$ cat src/rtl/div_sched.sv
// div_sched - run/stop controller and reconfiguration scheduler for the
// clock-divider path.
//
// Divides clk into clk_out (period 2*half_cur, 50% duty) with a one-cycle tick
// on every clk_out rise. A new half-period arrives over a valid/ready handshake.
// It is held in a one-entry pending slot and applied only when clk_out falls at
// the end of a full period, so clk_out never glitches. Start and stop are clean:
// clk_out idles low, and a period that has started is always completed.
//
// Ports:
//   clk        in   system clock, rising edge
//   reset      in   asynchronous active-high reset
//   en         in   run request (0 = stop at the next falling boundary)
//   cfg_valid  in   new half-period offered on cfg_half
//   cfg_half   in   requested half-period in clk cycles (0 is stored as 1)
//   cfg_ready  out  pending slot empty; transfer when cfg_valid & cfg_ready
//   clk_out    out  divided clock
//   tick       out  one-cycle pulse coincident with clk_out rising
//   busy       out  1 in RUN or STOPPING
//   half_cur   out  half-period currently in effect
//   period_cnt out  (DIV_SCHED_PCNT_EN only) saturating count of clk_out falls
//
// Optional feature: define DIV_SCHED_PCNT_EN to add the period_cnt output.
//
// State    | Meaning
// IDLE     | stopped, clk_out low, an accepted config goes straight to half_cur
// RUN      | dividing; configs wait in the pending slot until clk_out falls
// STOPPING | en dropped; keep dividing until clk_out falls, then IDLE

module div_sched #(
    parameter int CNT_W    = 8,
    parameter int DEF_HALF = 2
) (
    input  logic             clk,
    input  logic             reset,
    input  logic             en,
    input  logic             cfg_valid,
    input  logic [CNT_W-1:0] cfg_half,
    output logic             cfg_ready,
    output logic             clk_out,
    output logic             tick,
    output logic             busy,
    output logic [CNT_W-1:0] half_cur
`ifdef DIV_SCHED_PCNT_EN
    ,
    output logic [15:0]      period_cnt
`endif
);

    typedef enum logic [1:0] {
        S_IDLE     = 2'd0,
        S_RUN      = 2'd1,
        S_STOPPING = 2'd2
    } state_t;

    localparam logic [CNT_W-1:0] DEF_HALF_V = CNT_W'(DEF_HALF);

    state_t           state_q, state_d;
    logic [CNT_W-1:0] cnt_q, cnt_d;
    logic             clk_out_q, clk_out_d;
    logic             tick_q, tick_d;
    logic             busy_q, busy_d;
    logic [CNT_W-1:0] half_cur_q, half_cur_d;
    logic             pend_valid_q, pend_valid_d;
    logic [CNT_W-1:0] pend_half_q, pend_half_d;
`ifdef DIV_SCHED_PCNT_EN
    logic [15:0]      pcnt_q, pcnt_d;
`endif

    logic [CNT_W-1:0] cfg_clamped;
    logic             accept;
    logic             term;
    logic             run_fall;

    assign cfg_clamped = (cfg_half == '0) ? CNT_W'(1) : cfg_half;
    assign accept      = cfg_valid && !pend_valid_q;
    assign term        = (cnt_q == half_cur_q - CNT_W'(1));
    // Terminal count while high: the end of a full period.
    assign run_fall    = (state_q != S_IDLE) && term && clk_out_q;

    always_ff @(posedge clk or posedge reset) begin
        if (reset) begin
            state_q      <= S_IDLE;
            cnt_q        <= '0;
            clk_out_q    <= 1'b0;
            tick_q       <= 1'b0;
            busy_q       <= 1'b0;
            half_cur_q   <= DEF_HALF_V;
            pend_valid_q <= 1'b0;
            pend_half_q  <= '0;
`ifdef DIV_SCHED_PCNT_EN
            pcnt_q       <= '0;
`endif
        end else begin
            state_q      <= state_d;
            cnt_q        <= cnt_d;
            clk_out_q    <= clk_out_d;
            tick_q       <= tick_d;
            busy_q       <= busy_d;
            half_cur_q   <= half_cur_d;
            pend_valid_q <= pend_valid_d;
            pend_half_q  <= pend_half_d;
`ifdef DIV_SCHED_PCNT_EN
            pcnt_q       <= pcnt_d;
`endif
        end
    end

    always_comb begin
        state_d      = state_q;
        cnt_d        = cnt_q;
        clk_out_d    = clk_out_q;
        tick_d       = 1'b0;
        half_cur_d   = half_cur_q;
        pend_valid_d = pend_valid_q;
        pend_half_d  = pend_half_q;

        case (state_q)
            S_IDLE: begin
                cnt_d     = '0;
                clk_out_d = 1'b0;
                // A config caught on the final fall of a stop arrives here
                // still pending; with no boundary to wait for, apply it now.
                if (pend_valid_q) begin
                    half_cur_d   = pend_half_q;
                    pend_valid_d = 1'b0;
                end else if (accept) begin
                    half_cur_d = cfg_clamped;
                end
                if (en) begin
                    state_d = S_RUN;
                end
            end
            S_RUN, S_STOPPING: begin
                if (term) begin
                    cnt_d     = '0;
                    clk_out_d = !clk_out_q;
                    tick_d    = !clk_out_q;
                    if (clk_out_q && pend_valid_q) begin
                        half_cur_d   = pend_half_q;
                        pend_valid_d = 1'b0;
                    end
                end else begin
                    cnt_d = cnt_q + CNT_W'(1);
                end
                // accept implies the slot is empty, so this never collides
                // with the slot being drained above.
                if (accept) begin
                    pend_valid_d = 1'b1;
                    pend_half_d  = cfg_clamped;
                end
                if (state_q == S_RUN) begin
                    if (!en) begin
                        state_d = S_STOPPING;
                    end
                end else if (en) begin
                    state_d = S_RUN;
                end else if (run_fall) begin
                    state_d = S_IDLE;
                end
            end
            default: begin
                state_d = S_IDLE;
            end
        endcase

        busy_d = (state_d != S_IDLE);
    end

`ifdef DIV_SCHED_PCNT_EN
    always_comb begin
        pcnt_d = pcnt_q;
        if (run_fall && (pcnt_q != 16'hFFFF)) begin
            pcnt_d = pcnt_q + 16'd1;
        end
    end

    assign period_cnt = pcnt_q;
`endif

    assign cfg_ready = !pend_valid_q;
    assign clk_out   = clk_out_q;
    assign tick      = tick_q;
    assign busy      = busy_q;
    assign half_cur  = half_cur_q;

endmodule

$ cat config.mk
export PLATFORM = sky130hd
export DESIGN_NAME = div_sched
export DESIGN_NICKNAME = d
export VERILOG_FILES = /design/src/rtl/div_sched.sv
export SDC_FILE = /design/constraint.sdc
export NUM_CORES = 1
export LEC_CHECK = 0
export ABC_AREA = 1
export BUFFER_PORTS_ARGS = -buffer_cell sky130_fd_sc_hd__buf_4
export CORE_MARGIN = 3
export CORE_UTILIZATION = 50
export DETAILED_ROUTE_END_ITERATION = 12
export HOLD_SLACK_MARGIN = 0.06
export PLACE_DENSITY_LB_ADDON = 0.08
export SYNTH_ARGS = -nofsm -noshare
export SYNTH_HDL_FRONTEND = slang
export SYNTH_SLANG_ARGS = --single-unit
export TNS_END_PERCENT = 20
$ cat constraint.sdc
create_clock -name clk -period 3.7 [get_ports clk]
set_input_delay 0.37 -clock clk [delete_from_list [all_inputs] [get_ports clk]]
set_output_delay 0.37 -clock clk [all_outputs]
set_load 0.01 [all_outputs]
==> flow_metrics.py <==
metrics = {
    "logic_synthesis": {
        "synth-seq-area-share_pct": 41.3,
        "synthFlopType": "dfrtp_1",
        "avgSynthCellArea_sq_um": 7.32,
        "yosys_warnings": 0,
        "synth_edf_count": 0,
        "synthAdderAreaFrac_pct": 3.43,
        "synth_cell_types": 29,
        "synth_cells": 249,
        "synthesis.area_sq_mm": 0.00182,
        "synth_top_family_by_area": "simple AND/OR/NAND/NOR gates",
        "synth_xor_xnor_area_share_pct": 3.37,
        "yosys.area_share.simple_pct": 28.2,
        "syn_nets": 266,
        "synth-compound-area-share_pct": 14.1,
        "async_flop_share_pct": 100,
        "muxShareOfSynthArea_pct": 0.549,
        "synth_seq_cells": 30,
    },
    "setup_path": {
        "cp-start-kind": "register",
        "required_ns": 3.93,
        "cp_num_buf_inv": 2,
        "critPathArrivalTime_ns": 2.32,
        "cp_cell_sequence": "inv_1 -> ha_1 -> inv_1 -> nand2_1 -> nand2_1 -> nand2_1 -> nor2_1 -> nand3_2 -> nor2_2 -> nand3_2 -> o21ai_2 -> nand2_4 -> nand2_1 -> o21ai_2",
        "cp_top_family": "simple AND/OR/NAND/NOR gates",
        "cp_slowest_cell": "dfstp_2",
        "crit_type": "reg -> reg",
        "end_kind": "register",
        "crit_path_frequent_cell": "nand2_1",
        "cpPeakStageDelay_ns": 0.57,
        "cp_max_fo": 16,
    },
    "power_and_ir_drop": {
        "powerDensity_mw_per_mm2": 825,
        "p_sw_mw": 0.826,
        "p_comb_share_pct": 54.9,
        "clkPwrFrac_pct": 12.2,
        "seq_power_share_pct": 32.9,
        "p_int_mw": 0.900,
        "netSwitchingFraction_pct": 47.9,
        "ir_drop_mv": 0.387,
        "power_leakage_nw": 1.07,
    },
    "cells_and_area": {
        "drive_above_1_share_pct": 18.5,
        "mostFrequentLayoutCell": "nand2_1",
        "nets": 292,
        "multiInputGateArea_sq_um": 903,
        "nFillCells": 325,
        "final_cell_area_sq_mm": 0.00209,
        "final_core_util_pct": 61.2,
        "num_antenna_cells": 0,
        "syn2layout_area_growth_pct": 14.8,
        "fin_cells": 322,
        "ff_latch_area_sq_um": 752,
        "mostFrequentLayoutCells": "nand2_1 (73), inv_1 (34), dfrtp_1 (29)",
    },
    "floorplan": {
        "die_x_um": 66.4,
        "ios": 24,
        "row_count": 21,
        "die_h_um": 66.4,
        "die_area_sq_mm": 0.00440,
        "core_area_sq_mm": 0.00342,
        "initial_core_util_pct": 53.3,
    },
    "global_route": {
        "grt-ovfl-total": 0,
        "antenna_found_initial": 0,
        "grt_pass1_vias": 1471,
        "grt_use_total_pct": 20.7,
        "grt_max_degree": 21,
        "grt_pass1_wl_um": 6800,
    },
    "sta": {
        "tightest_slew_ns": 0.813,
        "rsz0062_at_grt": "no",
        "min_period_ns": 2.10,
        "hold_viol_final": 0,
        "max_slew_margin_pct": 45.6,
        "finalSetupViolations": 0,
        "skew_ns": 0.0117,
        "period_share_pct": 56.6,
        "drv_slew": 0,
        "max_freq_mhz": 477,
        "tns_ns": 0,
    },
    "detailed_routing": {
        "drt_iter0_drc": 114,
        "ant_nets": 0,
        "vias_per_cell": 4.93,
        "wl_um": 3680,
        "post_drt_wl_per_cell_um": 11.4,
        "drc": 0,
        "via_count": 1588,
        "firstDrtPassIters": 4,
    },
    "place": {
        "dpl.hpwl_um": 2840,
        "gp_congestion": 0.926,
        "port_buffers": 23,
        "place_inst": 314,
        "placed_area_sq_mm": 0.00203,
    },
    "job": {
        "drv_cap": 0,
    },
    "outcome": {
        "outcome": "completed",
    },
    "clock_tree": {
        "clock-sinks": 30,
        "htreeDepth": 2,
        "cts_setup_buffers": 0,
        "tritoncts": "yes",
        "clk_latency_ns": 0.34,
        "cts_max_path_buffers": 2,
        "clock-root-buffer": "clkbuf_4",
        "clk_pin_slew_ns": 0.10,
        "holdBufCountCts": 0,
        "cts_resized": 0,
        "numCtsBuffers": 5,
    },
    "hold_path": {
        "worstHoldPathType": "in -> async",
    },
}
[cells by family after synthesis]
group / count (synthesis)
simple gates: 121
fa+ha+maj: 5
buf+inv: 42
compound gates: 43
mux: 1
xor+xnor: 7
flops: 30
[synthesized netlist by cell type, types with 2 or more instances]
library cell / count / area (sq um)
a21oi_1: 5 / 25.0
clkbuf_1: 3 / 11.3
dfrtp_1: 29 / 726
ha_1: 5 / 62.6
inv_1: 34 / 128
inv_2: 3 / 11.3
nand2_1: 73 / 274
nand2_2: 2 / 12.5
nand3_1: 12 / 60.1
nand3_2: 2 / 20.0
nor2_1: 23 / 86.3
nor2_2: 2 / 12.5
nor3_1: 2 / 10.0
o21ai_0: 24 / 120
o21ai_2: 9 / 78.8
o21bai_1: 2 / 15.0
o22ai_1: 2 / 12.5
xnor2_1: 3 / 26.3
xor2_1: 4 / 35.0
[worst register-to-register path: stages, from the launching register on]
cell and delay (ns):
dfstp_2 0.57, inv_1 0.05, ha_1 0.27, inv_1 0.05, nand2_1 0.04, nand2_1 0.06, nand2_1 0.04, nor2_1 0.12
nand3_2 0.07, nor2_2 0.17, nand3_2 0.10, o21ai_2 0.10, nand2_4 0.17, nand2_1 0.12, o21ai_2 0.05
[through the flow]
step	setup WS, ns	power, mW	hold slack (ns)
2_1_floorplan	1.66	1.29	0.441
3_3_place_gp	1.63	1.52	0.462
3_5_place_dp	1.61	1.53	0.468
4_1_cts	1.58	1.74	0.194
5_1_grt	1.30	1.95	0.230
6_report	1.60	1.73	0.157
[sequential cells by signal (all words and copies together) (netlist names)]
signal and cells:
pend_valid_q 1, state_q 2, pend_half_q 8, tick 1
half_cur 8, busy 1, cnt_q 8, clk_out 1
[area by class of cell]
class                           instances  area share [%]
Clock buffer                            7            2.63
Clock inverter                          1           0.239
Inverter                               37            6.64
Multi-Input combinational cell        177            43.2
Sequential cell                        30            35.9
Tap cell                               46            2.75
Timing Repair Buffer                   24            8.61
[final timing paths]
| kind | slack, ns | cells past startpoint | to | from |
|---|---|---|---|---|
| max reg2reg | 1.60 | 14 | half_cur[4] | half_cur[1] |
| min in group clk | 0.26 | 3 | pend_half_q[7] | cfg_half[7] |
| min reg2reg | 0.48 | 2 | pend_half_q[7] | pend_half_q[7] |
| min | 0.16 | 2 | busy | reset |
| max | 1.60 | 14 | half_cur[4] | half_cur[1] |
| max in group asynchronous | 2.82 | 3 | half_cur[1] | reset |
[metal layers]
metal  up-vias  share of wire [%]  GRT usage (%)
met1       708                 51           30.6
met5         -                  0              0
li1        834                  -              -
met2        40                 43           29.1
met3         6                4.5           4.59
met4         0                1.3           7.87
[power groups by stage]
stage / Combinational [mW] / Clock (mW) / Sequential, mW
floorplan: 0.722 / 0 / 0.569
global placement: 0.949 / 0 / 0.575
CTS: 0.958 / 0.213 / 0.568
detailed placement: 0.955 / 0 / 0.574
finish: 0.947 / 0.210 / 0.568
global route: 1.13 / 0.231 / 0.590
Power figures use the tool's default switching activity.
